### config.mk
export PLATFORM = sky130hd
export DESIGN_NAME = mem_io_bridge_flat
export DESIGN_NICKNAME = d
export VERILOG_FILES = /design/src/rtl/mem_io_pkg.sv /design/src/rtl/mem_io_bridge_if.sv /design/src/rtl/mem_io_regs.sv /design/src/rtl/mem_io_bridge.sv /design/src/flat_wrapper.sv
export SDC_FILE = /design/constraint.sdc
export NUM_CORES = 1
export LEC_CHECK = 0
export CAP_MARGIN = 0
export CORE_MARGIN = 2
export CORE_UTILIZATION = 35
export DETAILED_ROUTE_END_ITERATION = 8
export PLACE_DENSITY = 0.75
export SLEW_MARGIN = 30
export SYNTH_ARGS = -nofsm -noshare
export SYNTH_HDL_FRONTEND = slang
export SYNTH_SLANG_ARGS = --single-unit
export TNS_END_PERCENT = 30
### constraint.sdc
create_clock -name Clk -period 2 [get_ports Clk]
set_input_delay 0.3 -clock Clk [delete_from_list [all_inputs] [get_ports Clk]]
set_output_delay 0.3 -clock Clk [all_outputs]
set_load 0.01 [all_outputs]
### src/rtl/mem_io_pkg.sv
// mem_io_pkg: shared types and helpers for the mem_io_bridge codebase slice.
//   bridge_state_t : access state machine encoding
//   mem_strobe_t   : active-low SRAM strobe bundle {ce, oe, we, ub, lb}
//   STROBE_IDLE    : every strobe deasserted
//   is_io_addr()   : true when an address falls inside the I/O window
package mem_io_pkg;

    typedef enum logic [2:0] {
        IDLE   = 3'd0,
        IO     = 3'd1,
        SETUP  = 3'd2,
        ACCESS = 3'd3,
        DONE   = 3'd4
    } bridge_state_t;

    typedef struct packed {
        logic ce;
        logic oe;
        logic we;
        logic ub;
        logic lb;
    } mem_strobe_t;

    localparam mem_strobe_t STROBE_IDLE = '{ce: 1'b1, oe: 1'b1, we: 1'b1, ub: 1'b1, lb: 1'b1};

    // Upper bound is computed in 33 bits so a window that ends at the very top
    // of the address space cannot wrap around to zero.
    function automatic logic is_io_addr(input logic [31:0] addr,
                                        input logic [31:0] base,
                                        input int unsigned num_io);
        return (addr >= base) && ({1'b0, addr} < ({1'b0, base} + 33'(num_io)));
    endfunction

endpackage

### src/rtl/mem_io_bridge_if.sv
// mem_io_bridge_if: CPU-side request/response bus of the bridge.
//   Req/We/Addr/Wdata/Be : request, driven by the CPU (master)
//   Rdata/Ack/Busy       : response, driven by the bridge (slave)
interface mem_io_bridge_if #(
    parameter int ADDR_W = 20,
    parameter int DATA_W = 16
);
    logic                  Req;
    logic                  We;
    logic [ADDR_W-1:0]     Addr;
    logic [DATA_W-1:0]     Wdata;
    logic [DATA_W/8-1:0]   Be;
    logic [DATA_W-1:0]     Rdata;
    logic                  Ack;
    logic                  Busy;

    modport master (output Req, We, Addr, Wdata, Be, input Rdata, Ack, Busy);
    modport slave  (input Req, We, Addr, Wdata, Be, output Rdata, Ack, Busy);
endinterface

### src/rtl/mem_io_regs.sv
// mem_io_regs: bank of NUM_IO display registers plus the switch read mux.
//   clk, rst   : clock, synchronous active-high reset (clears all displays)
//   wr_en      : write channel sel this cycle
//   sel        : channel index for both write and read
//   wdata, be  : write word and per-byte lane enables
//   switches   : packed input words, channel k at [k*DATA_W +: DATA_W]
//   display    : packed display registers, same layout
//   rd_data    : switch word of channel sel
module mem_io_regs #(
    parameter int DATA_W = 16,
    parameter int NUM_IO = 2,
    parameter int SEL_W  = 1
) (
    input  logic                     clk,
    input  logic                     rst,
    input  logic                     wr_en,
    input  logic [SEL_W-1:0]         sel,
    input  logic [DATA_W-1:0]        wdata,
    input  logic [DATA_W/8-1:0]      be,
    input  logic [NUM_IO*DATA_W-1:0] switches,
    output logic [NUM_IO*DATA_W-1:0] display,
    output logic [DATA_W-1:0]        rd_data
);
    localparam int BE_W = DATA_W / 8;

    logic [NUM_IO*DATA_W-1:0] display_q;
    logic [NUM_IO*DATA_W-1:0] display_d;

    always_comb begin
        display_d = display_q;
        if (wr_en) begin
            for (int b = 0; b < BE_W; b++) begin
                if (be[b]) begin
                    display_d[int'(sel)*DATA_W + b*8 +: 8] = wdata[b*8 +: 8];
                end
            end
        end
    end

    always_ff @(posedge clk) begin
        if (rst) begin
            display_q <= '0;
        end else begin
            display_q <= display_d;
        end
    end

    assign display = display_q;
    assign rd_data = switches[int'(sel)*DATA_W +: DATA_W];

endmodule

### src/rtl/mem_io_bridge.sv
// mem_io_bridge: routes each CPU bus cycle either to a window of NUM_IO
// memory-mapped I/O channels or to an SRAM-style memory with WAIT_STATES
// extra access cycles.
//   Clk, Reset        : clock, synchronous active-high reset
//   bus (slave)       : CPU request/response (Req, We, Addr, Wdata, Be, Rdata, Ack, Busy)
//   Switches/Display  : per-channel I/O input words / display registers
//   Mem_Addr/Mem_Dout : memory address and write data, held between accesses
//   Mem_Din           : memory read data
//   Mem_CE/OE/WE/UB/LB: active-low memory strobes
// Build option: define MEM_IO_BYTE_LANE_EN to honour Be on memory byte strobes
// and on I/O display writes; otherwise Be is ignored and full words are used.
// ADDR_W is limited to 32 bits by the window compare.
module mem_io_bridge
    import mem_io_pkg::*;
#(
    parameter int              ADDR_W      = 20,
    parameter int              DATA_W      = 16,
    parameter int              WAIT_STATES = 2,
    parameter int              NUM_IO      = 2,
    parameter logic [ADDR_W-1:0] IO_BASE   = 20'hFFFF0
) (
    input  logic                     Clk,
    input  logic                     Reset,
    mem_io_bridge_if.slave           bus,
    input  logic [NUM_IO*DATA_W-1:0] Switches,
    output logic [NUM_IO*DATA_W-1:0] Display,
    output logic [ADDR_W-1:0]        Mem_Addr,
    output logic [DATA_W-1:0]        Mem_Dout,
    input  logic [DATA_W-1:0]        Mem_Din,
    output logic                     Mem_CE,
    output logic                     Mem_OE,
    output logic                     Mem_WE,
    output logic                     Mem_UB,
    output logic                     Mem_LB
);
    localparam int BE_W  = DATA_W / 8;
    localparam int SEL_W = (NUM_IO > 1) ? $clog2(NUM_IO) : 1;
    localparam int CNT_W = 4;

    bridge_state_t     state_q, state_d;
    logic              we_q, we_d;
    logic [DATA_W-1:0] wdata_q, wdata_d;
    logic [SEL_W-1:0]  sel_q, sel_d;
    logic [CNT_W-1:0]  cnt_q, cnt_d;
    logic [DATA_W-1:0] rdata_q, rdata_d;
    logic [ADDR_W-1:0] mem_addr_q, mem_addr_d;
    logic [DATA_W-1:0] mem_dout_q, mem_dout_d;
`ifdef MEM_IO_BYTE_LANE_EN
    logic [BE_W-1:0]   be_q, be_d;
`endif

    logic              req_is_io;
    logic [DATA_W-1:0] io_rdata;
    logic [BE_W-1:0]   io_be;
    mem_strobe_t       strobe;

    assign req_is_io = is_io_addr(32'(bus.Addr), 32'(IO_BASE), NUM_IO);

    always_comb begin
        state_d    = state_q;
        we_d       = we_q;
        wdata_d    = wdata_q;
        sel_d      = sel_q;
        cnt_d      = cnt_q;
        rdata_d    = rdata_q;
        mem_addr_d = mem_addr_q;
        mem_dout_d = mem_dout_q;
`ifdef MEM_IO_BYTE_LANE_EN
        be_d       = be_q;
`endif
        case (state_q)
            IDLE: begin
                if (bus.Req) begin
                    we_d    = bus.We;
                    wdata_d = bus.Wdata;
                    sel_d   = SEL_W'(bus.Addr - IO_BASE);
`ifdef MEM_IO_BYTE_LANE_EN
                    be_d    = bus.Be;
`endif
                    if (req_is_io) begin
                        state_d = IO;
                    end else begin
                        // Memory address/data are only updated by memory
                        // cycles so they hold across I/O accesses.
                        state_d    = SETUP;
                        mem_addr_d = bus.Addr;
                        if (bus.We) begin
                            mem_dout_d = bus.Wdata;
                        end
                    end
                end
            end
            IO: begin
                if (!we_q) begin
                    rdata_d = io_rdata;
                end
                state_d = DONE;
            end
            SETUP: begin
                cnt_d   = CNT_W'(WAIT_STATES);
                state_d = ACCESS;
            end
            ACCESS: begin
                if (cnt_q == '0) begin
                    if (!we_q) begin
                        rdata_d = Mem_Din;
                    end
                    state_d = DONE;
                end else begin
                    cnt_d = cnt_q - 1'b1;
                end
            end
            DONE: begin
                state_d = IDLE;
            end
            default: begin
                state_d = IDLE;
            end
        endcase
    end

    always_ff @(posedge Clk) begin
        if (Reset) begin
            state_q    <= IDLE;
            we_q       <= 1'b0;
            wdata_q    <= '0;
            sel_q      <= '0;
            cnt_q      <= '0;
            rdata_q    <= '0;
            mem_addr_q <= '0;
            mem_dout_q <= '0;
`ifdef MEM_IO_BYTE_LANE_EN
            be_q       <= '0;
`endif
        end else begin
            state_q    <= state_d;
            we_q       <= we_d;
            wdata_q    <= wdata_d;
            sel_q      <= sel_d;
            cnt_q      <= cnt_d;
            rdata_q    <= rdata_d;
            mem_addr_q <= mem_addr_d;
            mem_dout_q <= mem_dout_d;
`ifdef MEM_IO_BYTE_LANE_EN
            be_q       <= be_d;
`endif
        end
    end

    // Strobes decode straight from the registered state, so a reset edge
    // releases them on that same edge.
    always_comb begin
        strobe = STROBE_IDLE;
        if (state_q == SETUP || state_q == ACCESS) begin
            strobe.ce = 1'b0;
            if (state_q == ACCESS) begin
                strobe.oe = we_q;
                strobe.we = ~we_q;
            end
`ifdef MEM_IO_BYTE_LANE_EN
            strobe.ub = ~be_q[BE_W-1];
            strobe.lb = ~be_q[0];
`else
            strobe.ub = 1'b0;
            strobe.lb = 1'b0;
`endif
        end
    end

`ifdef MEM_IO_BYTE_LANE_EN
    assign io_be = be_q;
`else
    assign io_be = '1;
`endif

    mem_io_regs #(
        .DATA_W (DATA_W),
        .NUM_IO (NUM_IO),
        .SEL_W  (SEL_W)
    ) u_regs (
        .clk      (Clk),
        .rst      (Reset),
        .wr_en    ((state_q == IO) && we_q),
        .sel      (sel_q),
        .wdata    (wdata_q),
        .be       (io_be),
        .switches (Switches),
        .display  (Display),
        .rd_data  (io_rdata)
    );

    assign bus.Rdata = rdata_q;
    assign bus.Ack   = (state_q == DONE);
    assign bus.Busy  = (state_q != IDLE);
    assign Mem_Addr  = mem_addr_q;
    assign Mem_Dout  = mem_dout_q;
    assign Mem_CE    = strobe.ce;
    assign Mem_OE    = strobe.oe;
    assign Mem_WE    = strobe.we;
    assign Mem_UB    = strobe.ub;
    assign Mem_LB    = strobe.lb;

endmodule
### src/flat_wrapper.sv
// flat-port wrapper written by rule: the top's interface ports become plain ports
module mem_io_bridge_flat import mem_io_pkg::*;
#(
    parameter int              ADDR_W      = 20,
    parameter int              DATA_W      = 16,
    parameter int              WAIT_STATES = 2,
    parameter int              NUM_IO      = 2,
    parameter logic [ADDR_W-1:0] IO_BASE   = 20'hFFFF0
)
  (Clk, Reset, Switches, Display, Mem_Addr, Mem_Dout, Mem_Din, Mem_CE, Mem_OE, Mem_WE, Mem_UB, Mem_LB, bus_Req, bus_We, bus_Addr, bus_Wdata, bus_Be, bus_Rdata, bus_Ack, bus_Busy);
  mem_io_bridge_if #(.ADDR_W(ADDR_W), .DATA_W(DATA_W)) bus_i ();
  input  logic Clk;
  input  logic Reset;
  input  logic [NUM_IO*DATA_W-1:0] Switches;
  output logic [NUM_IO*DATA_W-1:0] Display;
  output logic [ADDR_W-1:0] Mem_Addr;
  output logic [DATA_W-1:0] Mem_Dout;
  input  logic [DATA_W-1:0] Mem_Din;
  output logic Mem_CE;
  output logic Mem_OE;
  output logic Mem_WE;
  output logic Mem_UB;
  output logic Mem_LB;
  input wire logic [$bits(bus_i.Req)-1:0] bus_Req;
  input wire logic [$bits(bus_i.We)-1:0] bus_We;
  input wire logic [$bits(bus_i.Addr)-1:0] bus_Addr;
  input wire logic [$bits(bus_i.Wdata)-1:0] bus_Wdata;
  input wire logic [$bits(bus_i.Be)-1:0] bus_Be;
  output wire logic [$bits(bus_i.Rdata)-1:0] bus_Rdata;
  output wire logic [$bits(bus_i.Ack)-1:0] bus_Ack;
  output wire logic [$bits(bus_i.Busy)-1:0] bus_Busy;
  assign bus_i.Req = bus_Req;
  assign bus_i.We = bus_We;
  assign bus_i.Addr = bus_Addr;
  assign bus_i.Wdata = bus_Wdata;
  assign bus_i.Be = bus_Be;
  assign bus_Rdata = bus_i.Rdata;
  assign bus_Ack = bus_i.Ack;
  assign bus_Busy = bus_i.Busy;
  mem_io_bridge #(.ADDR_W(ADDR_W), .DATA_W(DATA_W), .WAIT_STATES(WAIT_STATES), .NUM_IO(NUM_IO), .IO_BASE(IO_BASE)) u_core (.Clk(Clk), .Reset(Reset), .bus(bus_i), .Switches(Switches), .Display(Display), .Mem_Addr(Mem_Addr), .Mem_Dout(Mem_Dout), .Mem_Din(Mem_Din), .Mem_CE(Mem_CE), .Mem_OE(Mem_OE), .Mem_WE(Mem_WE), .Mem_UB(Mem_UB), .Mem_LB(Mem_LB));
endmodule
==> impl_metrics.json <==
{
  "via_count": 4154,
  "portBuffers": 178,
  "core_area_sq_um": 13300,
  "cp_data_arrival_time_ns": 1.62,
  "gp_congestion": 0.819,
  "start_kind": "flop",
  "grt_pass1_wl_um": 20600,
  "grt_use_total_pct": 17.9,
  "routed_wl_um": 12800,
  "crit_start": "u_core.state_q[0]$_SDFFE_PP0P_",
  "peakVddDrop_mv": 0.340,
  "crit_end": "bus_Busy",
  "rrSetupSlack_ns": 0.17,
  "cts_tree": "yes",
  "cp_data_required_time_ns": 1.70,
  "grt_pass1_vias": 4176,
  "clkSinkCount": 109,
  "fmax_mhz": 521,
  "grt_max_degree": 62,
  "synth_area_sq_um": 4770,
  "path_clk_slew_ns": 0.07,
  "areaGrowthSynthToFinish_pct": 47.2,
  "row_count": 42,
  "die_width_um": 121,
  "grt-ovfl-total": 0,
  "drv_cap": 0,
  "slew_headroom_pct": 51.1,
  "clock_path_buffers": 2,
  "vias_per_cell": 4.84,
  "dieArea_sq_um": 14600,
  "ys_ff_latch": 109,
  "worstReg2RegEnd": "u_core.bus.Rdata[7]$_SDFFE_PP0P_",
  "tightest_slew_ns": 0.733,
  "worst_setup_path_end_kind": "primary output",
  "maxSlewViolCount": 0,
  "synthCells": 510,
  "fin_nets": 770,
  "status": "complete, no violations",
  "syn_nets": 602,
  "initial_utilization_pct": 35.9,
  "n_antenna_cell": 0,
  "drc": 0,
  "finalHoldViolations": 0,
  "synth_top_area_share_pct": 45.8,
  "utilization_pct": 52.8,
  "placed_area_sq_um": 6720,
  "htreeDepth": 3,
  "drt_first_pass_iters": 4,
  "avgSynthCellArea_sq_um": 9.35,
  "crit_type": "flop to primary output",
  "fin_cells": 859,
  "fillers": 1223,
  "cp_cell_sequence": "or3_1, clkdlybuf4s50_1",
  "leakage_uw": 0.00262,
  "cts_root_buf": "clkbuf_16",
  "cts_made_buffers": 9,
  "r2r-start": "u_core.cnt_q[0]$_SDFFE_PP0P_",
  "final_area_sq_um": 7020,
  "power_density_nw_per_um2": 689,
  "finClkSkew_ns": 0.00821,
  "finalSetupViolations": 0,
  "r2r_cells": 7,
  "yosysSeqAreaShare_pct": 45.8,
  "drt_iter0_markers": 220,
  "fin_crit_ns": 1.92,
  "slowest_stage": "clkdlybuf4s50_1",
  "place_ws_ns": -0.125,
  "drive_gt1_share_pct": 7.76,
  "setup_ws_ns": 0.0804,
  "yosysWarnings": 0,
  "dpl.cell_count": 843,
  "crit_fanout": 10,
  "max_stage_delay_ns": 0.50,
  "min_period_over_period_pct": 96.0,
  "dpl.hpwl_um": 9480,
  "routedWlPerCell_um": 14.9,
  "synth.top_cells.by_area": "dfxtp_1, mux2i_1, nand2b_1, nand2_1, a21oi_1",
  "pin_count": 181,
  "rsz0062_at_grt": "no",
  "hold_path.class": "primary input to flop",
  "cts_setup_buffers": 0,
  "die_h_um": 121,
  "synth_cell_types": 43,
  "antenna_found_initial": 0,
  "final_antenna_net_count": 0,
  "clkLatencyLatePin_ns": 0.35,
  "yosysTopAreaCell": "dfxtp_1"
}
## worst max-delay path: cells and delay by family (launching register included)
family                 cells  cell delay (ns)
buffers and inverters      1             0.50
flip-flops                 1             0.38
AND/OR/NAND/NOR            1             0.39
## flip-flops by register name (all words and copies together) (netlist names)
register	cells
u_core.bus.Rdata	16
u_core.Mem_Dout	16
u_core.we_q	1
u_core.u_regs.display	32
u_core.state_q	3
u_core.cnt_q	4
u_core.wdata_q	16
u_core.Mem_Addr	20
u_core.sel_q	1
## timing repair
action / 4_1_cts / 5_1_grt
gates resized for setup: 6 / 5
cloned: 0 / 0
hold buffers: 0 / 0
setup endpoints to repair: 7 / 18
## through the flow
step                setup TNS, ns  power, uW  hold slack (ns)
floorplan                       0       2750            0.436
CTS                             0       4900            0.318
global route                    0       5060            0.353
global placement           -0.624       3140            0.441
finish                          0       4840            0.326
detailed placement          -1.58       3160            0.447
## cells in the mapped netlist (all sizes together)
| master | instances |
|---|---|
| dfxtp | 109 |
| mux2i | 81 |
| nand2 | 72 |
| nand2b | 70 |
| a21oi | 40 |
| nor2 | 34 |
| clkbuf | 23 |
| buf | 16 |
| o211ai | 16 |
| nor3 | 9 |
| inv | 5 |
| a211oi | 4 |
| o21ai | 4 |
| nand3b | 3 |
| a211o | 2 |
| ha | 2 |
| nand3 | 2 |
| nand4 | 2 |
| nor3b | 2 |
| xor2 | 2 |
| and2 | 1 |
| and3b | 1 |
| and4bb | 1 |
| nand4b | 1 |
| nand4bb | 1 |
| nor2b | 1 |
| nor4b | 1 |
| o21a | 1 |
| or2 | 1 |
| or2b | 1 |
| or3 | 1 |
| or3b | 1 |
## cells by family (layout without fill, tap and decap cells)
family	after synthesis	in the layout	share of synthesized area [%]
simple gates	205	205	22.0
fa+ha+maj	2	2	0.525
xor+xnor	2	2	0.367
compound gates	67	67	9.00
flops	109	109	45.8
buf+inv	44	217	5.30
mux	81	81	17.0
## where the power goes
group	total (uW)	internal [uW]	leakage, uW	switching (uW)
clock network	1730	864	0.000139	862
registers	2330	2260	0.000888	68.2
logic	781	448	0.00160	333
total	4840	3570	0.00262	1260
## worst min path at each step
stage                                                start                                to  slack (ns)  depth (start not counted)
after CTS                                            Reset    u_core.state_q[1]$_SDFFE_PP0P_        0.32                          2
final                                                Reset    u_core.state_q[1]$_SDFFE_PP0P_        0.33                          2
after floorplan                               bus_Wdata[0]    u_core.wdata_q[0]$_SDFFE_PP0P_        0.44                          2
after detailed placement  u_core.bus.Rdata[6]$_SDFFE_PP0P_  u_core.bus.Rdata[6]$_SDFFE_PP0P_        0.45                          2
after global routing                                 Reset    u_core.state_q[1]$_SDFFE_PP0P_        0.35                          2
after global placement    u_core.bus.Rdata[2]$_SDFFE_PP0P_  u_core.bus.Rdata[2]$_SDFFE_PP0P_        0.44                          2
## layout by cell type (no fill, tap or decap), types with 5 or more instances in the layout
| cell type | instances |
|---|---|
| nand2_1 | 72 |
| buf_4 | 15 |
| inv_1 | 5 |
| nor3_1 | 7 |
| o211ai_1 | 15 |
| dfxtp_1 | 106 |
| clkbuf_16 | 9 |
| nand2b_1 | 70 |
| mux2i_1 | 81 |
| a21oi_1 | 38 |
| clkdlybuf4s50_1 | 174 |
| nor2_1 | 34 |
## layer usage
metal  GRT usage [%]  routed length (um)
met1            20.7                5430
met2            31.6                6350
met3            4.43                 766
met4            7.27                 278
met5               0                   0
## layout make-up
type,instances,area [sq um],share of cell area [%]
Multi-Input combinational cell,357,2350,33.5
Sequential cell,109,2190,31.2
Timing Repair Buffer,196,1960,27.9
Clock buffer,9,225,3.21
Tap cell,176,220,3.14
Clock inverter,7,55.1,0.784
Inverter,5,18.8,0.267
Note: power is estimated with default switching activity, not from simulation.
